### config.mk
export PLATFORM = sky130hd
export DESIGN_NAME = axis_header_insert_strip
export DESIGN_NICKNAME = d
export VERILOG_FILES = /design/src/rtl/axis_header_insert_strip.sv
export SDC_FILE = /design/constraint.sdc
export NUM_CORES = 1
export LEC_CHECK = 0
export ABC_AREA = 1
export BUFFER_PORTS_ARGS = -buffer_cell sky130_fd_sc_hd__buf_4
export CORE_MARGIN = 10
export CORE_UTILIZATION = 35
export CTS_CLUSTER_SIZE = 20
export DETAILED_ROUTE_END_ITERATION = 10
export PLACE_DENSITY = 0.6
export SYNTH_ARGS = -nofsm -noshare
export SYNTH_HDL_FRONTEND = slang
export SYNTH_SLANG_ARGS = --single-unit
### constraint.sdc
create_clock -name clk -period 15.7 [get_ports clk]
set_clock_uncertainty 0.2 [all_clocks]
set_input_delay 3.14 -clock clk [delete_from_list [all_inputs] [get_ports clk]]
set_output_delay 3.14 -clock clk [all_outputs]
set_load 0.05 [all_outputs]
### src/rtl/axis_header_insert_strip.sv
// rtl/axis_header_insert_strip.sv - per-packet AXI-Stream header insert / strip / bypass with realignment
module axis_header_insert_strip #(
  parameter int DATA_WIDTH      = 32,
  parameter int DATA_BYTE_WIDTH = DATA_WIDTH / 8,
  parameter int BYTE_CNT_WIDTH  = $clog2(DATA_BYTE_WIDTH)
) (
  input  logic                       clk,
  input  logic                       rst_n,
  input  logic                       valid_in,
  input  logic [DATA_WIDTH-1:0]      data_in,
  input  logic [DATA_BYTE_WIDTH-1:0] keep_in,
  input  logic                       last_in,
  output logic                       ready_in,
  output logic                       valid_out,
  output logic [DATA_WIDTH-1:0]      data_out,
  output logic [DATA_BYTE_WIDTH-1:0] keep_out,
  output logic                       last_out,
  input  logic                       ready_out,
  input  logic                       valid_hdr,
  input  logic [DATA_WIDTH-1:0]      data_hdr,
  input  logic [DATA_BYTE_WIDTH-1:0] keep_hdr,
  input  logic [BYTE_CNT_WIDTH-1:0]  hdr_cnt,
  input  logic [1:0]                 hdr_mode,
  output logic                       ready_hdr
);

  // Byte counts span 0..2*DATA_BYTE_WIDTH (residual plus one incoming beat).
  localparam int CW = BYTE_CNT_WIDTH + 2;
  localparam logic [CW-1:0] FULL = CW'(DATA_BYTE_WIDTH);

  typedef enum logic [1:0] {IDLE, RUN, FLUSH} state_t;

  state_t                state, state_nxt;
  logic [1:0]            mode_q;
  logic [CW-1:0]         n_q;
  logic                  first_q;
  logic [DATA_WIDTH-1:0] res_data;
  logic [CW-1:0]         res_cnt;

  logic                    hdr_fire, in_fire, out_free;
  logic [CW-1:0]           in_k, strip_n, m_cnt, total, hdr_shift;
  logic [DATA_WIDTH-1:0]   shifted;
  logic [2*DATA_WIDTH-1:0] combined;
  logic                    ld, ld_last, res_we;
  logic [DATA_WIDTH-1:0]   ld_data, res_d;
  logic [CW-1:0]           ld_cnt, res_cnt_d;

  // The header keep is informational only; the byte count comes from hdr_cnt.
  logic unused_keep_hdr;
  assign unused_keep_hdr = ^keep_hdr;

  function automatic logic [DATA_BYTE_WIDTH-1:0] keep_of(input logic [CW-1:0] cnt);
    logic [DATA_BYTE_WIDTH-1:0] ones;
    ones = '1;
    return ~(ones >> cnt);
  endfunction

  function automatic logic [DATA_WIDTH-1:0] byte_mask(input logic [DATA_BYTE_WIDTH-1:0] k);
    logic [DATA_WIDTH-1:0] m;
    m = '0;
    for (int i = 0; i < DATA_BYTE_WIDTH; i++) m[8*i +: 8] = {8{k[i]}};
    return m;
  endfunction

  // Merge the MSB-aligned residual with the (optionally stripped) incoming bytes.
  always_comb begin
    in_k = '0;
    for (int i = 0; i < DATA_BYTE_WIDTH; i++) in_k = in_k + {{(CW-1){1'b0}}, keep_in[i]};
    strip_n   = (mode_q == 2'b01 && first_q) ? n_q : '0;
    m_cnt     = (in_k > strip_n) ? in_k - strip_n : '0;
    shifted   = (data_in & byte_mask(keep_in)) << {strip_n, 3'b000};
    combined  = {res_data, {DATA_WIDTH{1'b0}}} | ({shifted, {DATA_WIDTH{1'b0}}} >> {res_cnt, 3'b000});
    total     = res_cnt + m_cnt;
    hdr_shift = FULL - CW'(hdr_cnt) - CW'(1);
  end

  // State register.
  always_ff @(posedge clk) begin
    if (!rst_n) state <= IDLE;
    else        state <= state_nxt;
  end

  // Next-state decode.
  always_comb begin
    state_nxt = state;
    case (state)
      IDLE:    if (hdr_fire) state_nxt = RUN;
      RUN:     if (in_fire && last_in) state_nxt = (total > FULL) ? FLUSH : IDLE;
      FLUSH:   if (out_free) state_nxt = IDLE;
      default: state_nxt = IDLE;
    endcase
  end

  // Handshakes, output-beat load and residual update per state.
  always_comb begin
    out_free  = !valid_out || ready_out;
    ready_in  = 1'b0;
    ready_hdr = 1'b0;
    ld        = 1'b0;
    ld_last   = 1'b0;
    ld_data   = combined[2*DATA_WIDTH-1 -: DATA_WIDTH];
    ld_cnt    = FULL;
    res_we    = 1'b0;
    res_d     = res_data;
    res_cnt_d = res_cnt;
    case (state)
      IDLE: ready_hdr = rst_n;
      RUN: begin
        ready_in = rst_n && out_free;
        if (valid_in && ready_in) begin
          res_we = 1'b1;
          if (last_in && total <= FULL) begin
            ld        = (total != '0);
            ld_last   = 1'b1;
            ld_cnt    = total;
            res_d     = '0;
            res_cnt_d = '0;
          end else if (total >= FULL) begin
            ld        = 1'b1;
            res_d     = combined[DATA_WIDTH-1:0];
            res_cnt_d = total - FULL;
          end else begin
            res_d     = combined[2*DATA_WIDTH-1 -: DATA_WIDTH];
            res_cnt_d = total;
          end
        end
      end
      FLUSH: begin
        if (out_free) begin
          ld        = 1'b1;
          ld_last   = 1'b1;
          ld_data   = res_data;
          ld_cnt    = res_cnt;
          res_we    = 1'b1;
          res_d     = '0;
          res_cnt_d = '0;
        end
      end
      default: ;
    endcase
    hdr_fire = valid_hdr && ready_hdr;
    in_fire  = valid_in && ready_in;
  end

  // Command latch, residual register and single-stage output register.
  always_ff @(posedge clk) begin
    if (!rst_n) begin
      mode_q    <= '0;
      n_q       <= '0;
      first_q   <= 1'b0;
      res_data  <= '0;
      res_cnt   <= '0;
      valid_out <= 1'b0;
      data_out  <= '0;
      keep_out  <= '0;
      last_out  <= 1'b0;
    end else begin
      if (hdr_fire) begin
        mode_q   <= hdr_mode;
        n_q      <= CW'(hdr_cnt) + CW'(1);
        first_q  <= 1'b1;
        res_data <= (hdr_mode == 2'b00) ? data_hdr << {hdr_shift, 3'b000} : '0;
        res_cnt  <= (hdr_mode == 2'b00) ? CW'(hdr_cnt) + CW'(1) : '0;
      end else if (res_we) begin
        res_data <= res_d;
        res_cnt  <= res_cnt_d;
      end
      if (in_fire) first_q <= 1'b0;
      if (out_free) begin
        valid_out <= ld;
        data_out  <= ld ? (ld_data & byte_mask(keep_of(ld_cnt))) : '0;
        keep_out  <= ld ? keep_of(ld_cnt) : '0;
        last_out  <= ld && ld_last;
      end
    end
  end

endmodule

Yosys cells after proc, flatten, opt, wreduce, memory -nomap -nowiden
Index checks and enable logic that the tools add are counted.

storage, ports and cells
  word-level logic and storage cells = 101
  register bits = 83
  output and inout bits = 40
  input bits = 82

cells by class
  bitwise logic cells = 5
  equality and inequality tests = 8
  reductions and logical operators = 18
  magnitude comparators = 4
  shift operators = 4
  mux-type cells = 43
  add/sub/neg operators = 9

operator list
  operator            count
  $mux 32             10
  $and 32x32->32      2
  $or 64x64->64       1
  $pmux 32 s2         1
  $shl 32x7->32       2
  $shr 64x7->64       1
  $mux 4              12
  $pmux 4 s2          2
  $mux 1              9
  $logic_and 1x1->1   8
  $mux 2              4
  $ne 2x2->1 const B  3
  $ne 3x3->1 const B  2
  $pmux 1 s2          3
  $pmux 2 s3          1
  $add 3x1->4         1
  $add 4x4->4         1
  $eq 2x1->1 const B  2
  $ge 4x3->1 const B  1
  $gt 4x3->1 const B  1
  $gt 4x4->1          1
  $le 4x3->1 const B  1
  $logic_not 2->1     2
  $not 4->4           1
  19 further kinds    19

Depth between registers and ports, before layout
  depth after elaboration = 15
  depth in mapped cells = 32
  gate-level depth less buffers = 30

Worst setup path before layout
No wires, ideal clock.

  path type = input-to-output
  start point = input port rst_n
  end point = output port ready_in
  data required time = 12.360 ns
  path buffers = 1
  slack = 7.882 ns
  arrival = 4.478 ns
  cell stages on the path = 3
  cells stage by stage = inv_2 -> clkbuf_1 -> nor3_1

between the ends
  longest elaborated chain between the ends = 2

ends and longest elaborated chain
  what               line  source
  start, declared    8     input logic rst_n,
  $logic_and 1x1->1  109   ready_in = rst_n && out_free;
  $mux 1             106   case (state)
  end, declared      13    output logic ready_in,

Every way passes these cells.

Final worst setup path
  start point = input port keep_in[0]
  end point = register res_cnt[2]

between the ends
  longest elaborated chain between the ends = 13
  elaborated cells between the ends (all ways) = 17
  those cells by class = add/sub (6); order compare (3); mux (7); reduce/logical (1)

ends and longest elaborated chain
  what                                         line      source
  start, declared                              11        input logic [DATA_BYTE_WIDTH-1:0] keep_in,
  $add 1x1->2 *                                68        for (int i = 0; i < DATA_BYTE_WIDTH; i++) in_k = in_k + {{(CW-1){1'b0}}, keep_in[i]};
  $add 2x1->3 *                                68
  $add 3x1->4 *                                68
  $sub 4x4->4 or $gt 4x4->1 (tied branches)    70        m_cnt = (in_k > strip_n) ? in_k - strip_n : '0;
  $mux 4 *                                     70
  $add 4x4->4 *                                73        total = res_cnt + m_cnt;
  $sub 4x3->4, or another cell as far along    121       res_cnt_d = total - FULL;
  $mux 4 or $logic_and 1x1->1 (tied branches)  118, 112
  $mux 4 *                                     112       if (last_in && total <= FULL) begin
  $mux 4 *                                     110       if (valid_in && ready_in) begin
  $pmux 4 s2 *                                 106
  $mux 4 *                                     164       end else if (res_we) begin
  $mux 4 *                                     158       if (hdr_fire) begin
  end signal, assigned                         163       res_cnt <= (hdr_mode == 2'b00) ? CW'(hdr_cnt) + CW'(1) : '0;
  end signal, assigned                         166       res_cnt <= res_cnt_d;
  end, declared                                38        logic [CW-1:0] res_cnt;

Mark *: on every way between the ends. The rest lies on a longest branch, timed or not. The select of a mux whose other input is x is not followed.
A chain may end at the register's enable or synchronous reset.

==> results.py <==
metrics = {
    "sta": {
        "max_freq_ghz": 0.1169,
        "rsz0062_at_grt": "no",
        "setup_viol": 0,
        "finalHoldViolations": 0,
        "slew_viol_final": 0,
        "period_share_pct": 54.47,
        "worst_slew_margin_rel_pct": 27.48,
        "finalWorstPathRequiredPeriod_ns": 8.551,
        "worst_pin_slew_ns": 1.088,
        "totalNegativeSetupSlack_ns": 0,
    },
    "synth": {
        "postSynthAreaPerCell_um2": 5.858,
        "combinational_family_with_the_most_area_after_synthesis": "simple AND/OR/NAND/NOR gates",
        "yosys-mux-area-fraction_pct": 0,
        "count_of_synthesis_stage_warnings_from_yosys": 0,
        "postSynthNetCount": 1304,
        "synth-adder-area-share_pct": 3.438,
        "synthFlopType": "sky130_fd_sc_hd__dfxtp_1",
        "number_of_synthesized_flops_with_an_enable_pin": 0,
        "synthesis.instances": 1205,
        "synthDistinctLibCells": 43,
        "synth_compound_area_share_pct": 22.74,
        "yosysSeqAreaShare_pct": 23.25,
        "yosys.area_share.simple_pct": 38.92,
        "synth_xor_xnor_area_share_pct": 0.1241,
        "netlist_area_um2": 7059,
        "ys_ff_latch": 82,
        "async_reset_ff_share_pct": 0,
    },
    "global_route": {
        "globalRouteOverflowTotal": 0,
        "first_global_vias": 7834,
        "grt_first_pass_wirelength_um": 41330,
        "grt.busiest_layer": "met2",
        "global_route.usage.met2_pct": 31.04,
        "grt_start_max_net_pins": 55,
        "global_routing_usage_on_met3_pct": 4.070,
        "grt_antenna_before_repair": 0,
        "globalRouteTotalUtil_pct": 19.32,
        "grt_use_met1_pct": 25.37,
    },
    "critical_path": {
        "critical_path_peak_fanout": 46,
        "setup.worst_path.end_class": "flip-flop",
        "crit-reg2reg-capture": "res_cnt[2]",
        "arrival_time_at_the_worst_endpoint_ns": 8.59,
        "crit_path_start_kind": "input port",
        "r2r_slack_ns": 10.17,
        "worstRegToRegCells": 23,
        "worst_r2r_startpoint": "mode_q[1]",
        "critical_path.slowest_cell": "sky130_fd_sc_hd__clkinv_1",
        "cpLargestDelayFamily": "adder cells",
        "path_class": "input port to flip-flop",
        "worst_ep_required_time_ns": 15.74,
        "crit_path_frequent_cell": "sky130_fd_sc_hd__inv_1",
        "worst-path-buf-inv": 9,
        "slowest_delay_ns": 0.88,
    },
    "clock_network": {
        "ctsHoldBuffers": 0,
        "ctsRootBufferMaster": "sky130_fd_sc_hd__clkbuf_16",
        "cts.sink_count": 82,
        "post-cts-setup-buffers": 0,
        "clk_pin_slew_worst_paths_ns": 0.06,
        "post_cts.resized_instances": 0,
        "tritoncts": "done",
        "cts_htree_levels": 3,
        "ctsLongestPathBuffers": 2,
        "insertion_delay_ns": 0.35,
        "numCtsBuffers": 9,
    },
    "place": {
        "dpl.hpwl_um": 19290,
        "gp_congestion": 0.9524,
        "placed_area_um2": 7966,
        "io_buffers": 117,
    },
    "floorplanning": {
        "design.core.area_um2": 19650,
        "dieHeight_um": 162.0,
        "design.die.area_um2": 26250,
        "initial_core_util_pct": 35.92,
        "die_w_um": 162.0,
        "io-pin-count": 122,
        "core.rowCount": 51,
    },
    "hold_path": {
        "hold_path.class": "flip-flop to flip-flop",
        "hold_path_stages": 2,
        "hold-path-endpoint": "keep_out[3]",
        "holdCritStartpoint": "keep_out[3]",
    },
    "power": {
        "powerDensity_nw_per_um2": 91.23,
        "vdd.ir_drop.worst_uv": 60.65,
        "power_leakage_nw": 3.761,
    },
    "layout": {
        "share_of_cells_above_drive_strength_1_pct": 15.96,
        "flow.area_growth_from_synthesis_pct": 17.44,
        "postLayoutCellArea_um2": 8290,
        "antenna_cells_inserted": 0,
        "layout.nets": 1361,
        "utilization_pct": 42.18,
    },
    "flow_run": {
        "max_capacitance_violation_count": 0,
    },
    "route": {
        "dr_total_vias": 8382,
        "wirelength_um": 25770,
        "route.detailed.vias_per_inst": 5.475,
        "drt_iter0_drc": 1019,
        "detailedRoute.firstPassIterationCount": 5,
        "drc": 0,
        "routedWlPerCell_um": 16.83,
        "ant_nets": 0,
    },
    "outcome": {
        "run_status": "finished, final reports clean",
    },
}
==> registers in the layout (all words and copies together) (netlist names) <==
register,flops
data_out,32
res_data,32
keep_out,4
res_cnt,4
n_q,3
mode_q,2
state,2
first_q,1
last_out,1
valid_out,1
==> area by class of cell <==
type                    instances  area [µm²]
repair buffers                127       953.4
clock buffers                  10       239.0
fillers                      2216       11360
flip-flops and latches         82        1642
multi-input cells             928        4607
well taps                     265       331.6
clock inverters                 5       85.08
inverters                     114       432.9
==> cell families (layout without fill, tap and decap cells) <==
kind of cell             after synthesis  count (layout)
adder cells (fa/ha/maj)               17              17
buffers and inverters                195             256
AND/OR/NAND/NOR                      617             617
AO/OA/AOI/OAI                        293             293
XOR/XNOR                               1               1
flip-flops                            82              82
==> layout by cell type, fill, tap and decap left out, types with 10 or more instances in the layout <==
cell type,Yosys,layout
sky130_fd_sc_hd__ha_1,13,13
sky130_fd_sc_hd__buf_4,1,127
sky130_fd_sc_hd__dfxtp_1,82,82
sky130_fd_sc_hd__o21ai_0,93,93
sky130_fd_sc_hd__inv_1,95,95
sky130_fd_sc_hd__nand3_2,10,10
sky130_fd_sc_hd__o21ai_1,24,24
sky130_fd_sc_hd__nand4_1,15,15
sky130_fd_sc_hd__nand2_1,371,371
sky130_fd_sc_hd__nand3_1,150,150
sky130_fd_sc_hd__nor2_1,45,44
sky130_fd_sc_hd__a21oi_1,123,123
sky130_fd_sc_hd__inv_2,14,14
==> worst min-delay path, stage by stage (launching register included) <==
cell and delay [ns]:
sky130_fd_sc_hd__dfxtp_1 0.31, sky130_fd_sc_hd__nand2_1 0.06, sky130_fd_sc_hd__a21oi_1 0.05
==> through the flow <==
stage               hold WS (ns)  setup WS [ns]  instances  total power, W
detailed placement        0.2574          6.879       1516       0.0005196
global placement          0.2553          6.928       1516       0.0005181
floorplan                 0.2456          7.882       1205       0.0004357
finish                    0.2666          7.149       1531       0.0007563
global route              0.2787          6.736       1531       0.0008039
CTS                       0.2674          7.238       1531       0.0007563
==> worst max-delay path by stage <==
stage,start,end,depth (start not counted)
global route,keep_in[0],res_data[29],27
global placement,keep_in[0],res_cnt[2],27
finish,keep_in[0],res_cnt[2],27
floorplan,rst_n,ready_in,3
CTS,keep_in[0],res_cnt[2],27
detailed placement,keep_in[0],res_cnt[2],27
==> synthesized netlist by cell type, types with 2 or more instances <==
cell type	n	area, µm²
sky130_fd_sc_hd__buf_1	7	26.28
sky130_fd_sc_hd__a31oi_1	9	56.30
sky130_fd_sc_hd__nor2_1	45	168.9
sky130_fd_sc_hd__o22ai_1	9	56.30
sky130_fd_sc_hd__nand4_1	15	93.84
sky130_fd_sc_hd__a221oi_1	9	78.83
sky130_fd_sc_hd__o211ai_1	7	52.55
sky130_fd_sc_hd__o21bai_1	9	67.56
sky130_fd_sc_hd__fa_1	4	80.08
sky130_fd_sc_hd__nor2_4	6	67.56
sky130_fd_sc_hd__dfxtp_1	82	1642
sky130_fd_sc_hd__o21ai_0	93	465.5
sky130_fd_sc_hd__nand2_1	371	1393
sky130_fd_sc_hd__buf_6	6	67.56
sky130_fd_sc_hd__inv_4	2	12.51
sky130_fd_sc_hd__clkinv_1	3	11.26
sky130_fd_sc_hd__nand2_2	7	43.79
sky130_fd_sc_hd__o21ai_1	24	120.1
sky130_fd_sc_hd__nand3_2	10	100.1
sky130_fd_sc_hd__inv_2	14	52.55
sky130_fd_sc_hd__a21oi_1	123	615.6
sky130_fd_sc_hd__nand3_1	150	750.7
sky130_fd_sc_hd__a21oi_2	6	52.55
sky130_fd_sc_hd__clkbuf_1	57	214.0
sky130_fd_sc_hd__nor2_2	5	31.28
sky130_fd_sc_hd__inv_1	95	356.6
sky130_fd_sc_hd__ha_1	13	162.7
sky130_fd_sc_hd__buf_2	9	45.04
==> where the power goes <==
| group | total (W) | switching (W) | internal (W) |
|---|---|---|---|
| Combinational | 0.000298 | 0.000205 | 0.0000933 |
| Clock | 0.000235 | 0.0000909 | 0.000144 |
| Sequential | 0.000223 | 0.00000587 | 0.000217 |
==> routing by layer <==
metal	vias up	part of all wire [%]
li1	4110	-
met1	3896	43
met2	342	46
met3	34	8.4
met4	0	2.5
met5	-	0
Power figures use the tool's default switching activity.
